File: src/rtl/fifo_rd_stream.sv
// Read-side adapter: prefetches FIFO entries into a small circular buffer
// and presents them as a valid/ready stream with one beat per cycle.
module fifo_rd_stream #(
  parameter int DATA_WIDTH = 32,
  parameter int BUF_DEPTH  = 2,
  parameter int CNT_WIDTH  = 16,
  localparam int CW = $clog2(BUF_DEPTH + 1)
) (
  input  logic                  clk_in,
  input  logic                  areset_b,
  input  logic                  fifo_empty_ind,
  input  logic [DATA_WIDTH-1:0] fifo_data,
  output logic                  trans_read,
  input  logic                  flush,
  output logic                  m_valid,
  input  logic                  m_ready,
  output logic [DATA_WIDTH-1:0] m_data,
  output logic [CW-1:0]         buf_count,
  output logic [CNT_WIDTH-1:0]  beat_count
);

  localparam int PW = (BUF_DEPTH > 1) ? $clog2(BUF_DEPTH) : 1;

  logic [DATA_WIDTH-1:0] buf_q [BUF_DEPTH];
  logic [PW-1:0]         head_q, head_d;
  logic [PW-1:0]         tail_q, tail_d;
  logic [CW-1:0]         count_q, count_d;
  logic                  inflight_q, inflight_d;
  logic [CNT_WIDTH-1:0]  beat_q, beat_d;

  logic                  pop;
  logic                  capture;
  logic [CW:0]           need;

  function automatic logic [PW-1:0] nxt(input logic [PW-1:0] p);
    return (p == PW'(BUF_DEPTH - 1)) ? '0 : p + 1'b1;
  endfunction

  assign m_valid    = (count_q != '0);
  assign m_data     = buf_q[head_q];
  assign buf_count  = count_q;
  assign beat_count = beat_q;
  assign pop        = m_valid & m_ready;
  assign capture    = inflight_q & ~flush;

  // Occupancy after this edge if a read were issued now; pop frees a slot
  // in the same cycle so a ready consumer never sees a bubble.
  assign need = {1'b0, count_q}
              + {{CW{1'b0}}, inflight_q}
              - {{CW{1'b0}}, pop};

  assign trans_read = ~fifo_empty_ind & ~flush
                    & (need < (CW + 1)'(BUF_DEPTH));

  always_comb begin
    head_d     = head_q;
    tail_d     = tail_q;
    count_d    = count_q;
    inflight_d = trans_read;
    beat_d     = beat_q;
    if (flush) begin
      head_d     = '0;
      tail_d     = '0;
      count_d    = '0;
      inflight_d = 1'b0;
    end else begin
      if (capture) tail_d = nxt(tail_q);
      if (pop) begin
        head_d = nxt(head_q);
        beat_d = beat_q + 1'b1;
      end
      count_d = count_q
              + {{(CW-1){1'b0}}, capture}
              - {{(CW-1){1'b0}}, pop};
    end
  end

  always_ff @(posedge clk_in or negedge areset_b) begin
    if (!areset_b) begin
      head_q     <= '0;
      tail_q     <= '0;
      count_q    <= '0;
      inflight_q <= 1'b0;
      beat_q     <= '0;
    end else begin
      head_q     <= head_d;
      tail_q     <= tail_d;
      count_q    <= count_d;
      inflight_q <= inflight_d;
      beat_q     <= beat_d;
    end
  end

  always_ff @(posedge clk_in or negedge areset_b) begin
    if (!areset_b) begin
      for (int i = 0; i < BUF_DEPTH; i++) buf_q[i] <= '0;
    end else if (capture) begin
      buf_q[tail_q] <= fifo_data;
    end
  end

endmodule

File: config.mk
export PLATFORM = sky130hd
export DESIGN_NAME = fifo_rd_stream
export DESIGN_NICKNAME = d
export VERILOG_FILES = /design/src/rtl/fifo_rd_stream.sv
export SDC_FILE = /design/constraint.sdc
export NUM_CORES = 1
export LEC_CHECK = 0
export CAP_MARGIN = 40
export CORE_MARGIN = 5
export CORE_UTILIZATION = 40
export CTS_BUF_LIST = sky130_fd_sc_hd__clkbuf_8
export CTS_CLUSTER_DIAMETER = 80
export CTS_CLUSTER_SIZE = 12
export DETAILED_ROUTE_END_ITERATION = 16
export PLACE_DENSITY = 0.69
export RECOVER_POWER = 25
export SYNTH_ARGS = -nofsm -noshare
export SYNTH_HDL_FRONTEND = slang
export SYNTH_SLANG_ARGS = --single-unit
File: constraint.sdc
create_clock -name clk_in -period 3.56 [get_ports clk_in]
set_clock_uncertainty 0.1 [all_clocks]
set_input_delay 0.356 -clock clk_in [delete_from_list [all_inputs] [get_ports clk_in]]
set_output_delay 0.356 -clock clk_in [all_outputs]
set_load 0.02 [all_outputs]
==> metrics.cfg <==
[synthesis]
synth_top_area_share_pct=55.98
synth_seq_cells=85
synthTopCellsByArea=dfrtp_1, mux2_2, xnor2_1
syn_inst=258
ys_warn_count=0
post_synth_num_cell_types=25
synth_top_area_cell=dfrtp_1
syn_area_sq_um=3800
ys_seq_area_share_pct=55.98
synth_nets=299
syn_avg_cell_area_sq_um=14.73

[final_layout]
design_area_sq_um=5040
drive_gt1_share_pct=34.64
final_common_cell=mux2_2
antenna_cells=0
mostFrequentLayoutCells=mux2_2, clkdlybuf4s50_1, dfrtp_1, xnor2_1, clkbuf_8
nets=395
areaGrowthSynthToFinish_pct=32.63
final_util_pct=54.54

[global_route]
grt_pass1_vias=2585
antenna_found_initial=0
overflow=0
grt_max_degree=50
grt_pass1_wl_microns=12390
grt_usage_pct=13.48

[floorplan]
pin_count=89
core_area_sq_um=9240
floorplan.rows=35
dieWidth_microns=107.5
start_util_pct=41.12
chipHeight_microns=107.5
die-area_sq_um=11550

[clock_tree]
worstSkewPairLatency_ps=340
tritoncts=done
path_clk_slew_ps=90
cts_setup_buffers=0
clockRootBuffer=clkbuf_8
cts_buffer_depth=2
numCtsBuffers=9
cts_sinks=85
htreeDepth=3

[sta]
grt_setup_unrepaired=false
finalSetupTns_ps=0
max_freq_mhz=305.8
finalHoldViolations=0
finalSetupViolations=0
fin_ws_ps=289.8
min_period_over_period_pct=91.86
layout_min_cycle_time_ps=3270
relSlewSlack_pct=-37.83
slew_viol_final=37
tightest_slew_ps=2067

[detailed_routing]
drt_iter0_markers=32
ant_nets=0
routed_via_density=4.809
wl_per_cell_microns=15.30
dr_total_vias=2342
first_pass_iters=4
drt-total-wl_microns=7452
route.detailed.drc=0

[placed_design]
pre_cts_ws_ps=457.3
dp_hpwl_microns=5179
place_area_sq_um=4856
gp_congestion=0.7331
portBuffers=88

[critical_path]
path_class=reg2out
cp_cell_sequence=o21ai_4 > nor2_1 > fa_1 > xor2_1 > nor4b_1 > clkdlybuf4s50_1
start_kind=flop
cp_max_fo=7
cp_slowest_cell=clkdlybuf4s50_1
end_kind=output pin
cp_data_required_time_ps=3100
arrival_ps=2810
cp_slowest_stage_delay_ps=660

[power]
p_total_mw=4.030
power_frac_seq_pct=38.8
swShare_pct=32.84
comb_power_share_pct=45.2
p_leak_nw=2.175
p_clk_share_pct=16.0
peakVddDrop_v=0.0003978
p_sw_mw=1.323
powerDensity_nw_per_um2=799.5
internal_power_mw=2.706

[job]
drv_cap=1

[status]
violations=max-capacitance violations, max-slew violations
status=finished, violations left

[worst_hold_path]
hold_path_class=reg2reg

[final timing paths]
check	slack, ps	end	start	depth (start not counted)
max reg2reg	1460	buf_count[1]	buf_count[1]	8
min reg2reg	390	beat_count[15]	beat_count[15]	1
min	390	beat_count[15]	beat_count[15]	1
min in group asynchronous	1040	buf_q[25]	areset_b	2
max	290	trans_read	buf_count[1]	6
max in group asynchronous	1120	buf_q[12]	areset_b	2
[timing repair]
action | 4_1_cts | 5_1_grt
hold buffers | 1 | 0
gates resized for setup | 0 | 0
setup endpoints to repair | 0 | 0
endpoints found under the hold margin | 36 | 0
[metal layers]
metal,track usage [%],up-vias,wire length (microns)
met5,0,-,0
met4,4.869,0,95
met3,3.419,9,379
met2,22.21,52,3598
met1,17.20,1178,3379
li1,-,1103,-
[area by class of cell]
| class | count | area (sq um) |
|---|---|---|
| clock inverters | 6 | 57.56 |
| fillers | 803 | 4200 |
| flip-flops and latches | 85 | 2127 |
| inverters | 2 | 7.507 |
| multi-input cells | 160 | 1609 |
| clock buffers | 9 | 123.9 |
| repair buffers | 96 | 953.4 |
| well taps | 129 | 161.4 |
[power groups by stage]
stage          Combinational [mW]  Sequential (mW)  Clock [mW]
5_1_grt                      1.95             1.61       0.701
4_1_cts                      1.86             1.57       0.674
2_1_floorplan                1.11             1.55           0
6_report                     1.82             1.56       0.645
3_3_place_gp                 1.82             1.56           0
3_5_place_dp                 1.84             1.58           0
[flip-flops by register name (all words and copies together) (netlist names)]
register,count
buf_q,64
beat_count,16
buf_count,2
head_q,1
inflight_q,1
tail_q,1
[worst max-delay path, delay by kind of cell (launching register included)]
kind,cells,cell delay (ps)
AO/OA/AOI/OAI,1,380
XOR/XNOR,1,160
adder cells (fa/ha/maj),1,410
buffers and inverters,1,660
flip-flops,1,490
AND/OR/NAND/NOR,2,360
[logic make-up (layout without fill, tap and decap cells)]
| family | after synthesis | count (layout) | synth area share (%) |
|---|---|---|---|
| buffers and inverters | 13 | 113 | 1.811 |
| xor gates and xnor gates | 21 | 21 | 4.840 |
| adders and majority gates | 4 | 4 | 1.515 |
| muxes | 97 | 97 | 28.75 |
| and+or+nand+nor | 37 | 37 | 6.685 |
| DFF | 85 | 85 | 55.98 |
| AOI/OAI and AO/OA | 1 | 1 | 0.4282 |
[metrics by stage]
step	std cells	hold WS (ps)
CTS	487	397.7
detailed placement	471	255.4
finish	487	388.4
floorplan	258	-39.59
global route	487	406.1
global placement	470	370.5
[Yosys cell counts (all sizes together)]
master and number:
xor2 7, nand4 7, nand3 6, nand2b 1, and3 1, nand3b 1
fa 1, buf 10, dfrtp 85, clkbuf 1, or2 1, inv 2
nor2b 1, nor2 8, nor4 2, o21ai 1, mux2 97, ha 3
xnor2 14, nand2 6, nor4b 3
No activity file was read; power rests on OpenSTA's default activity.
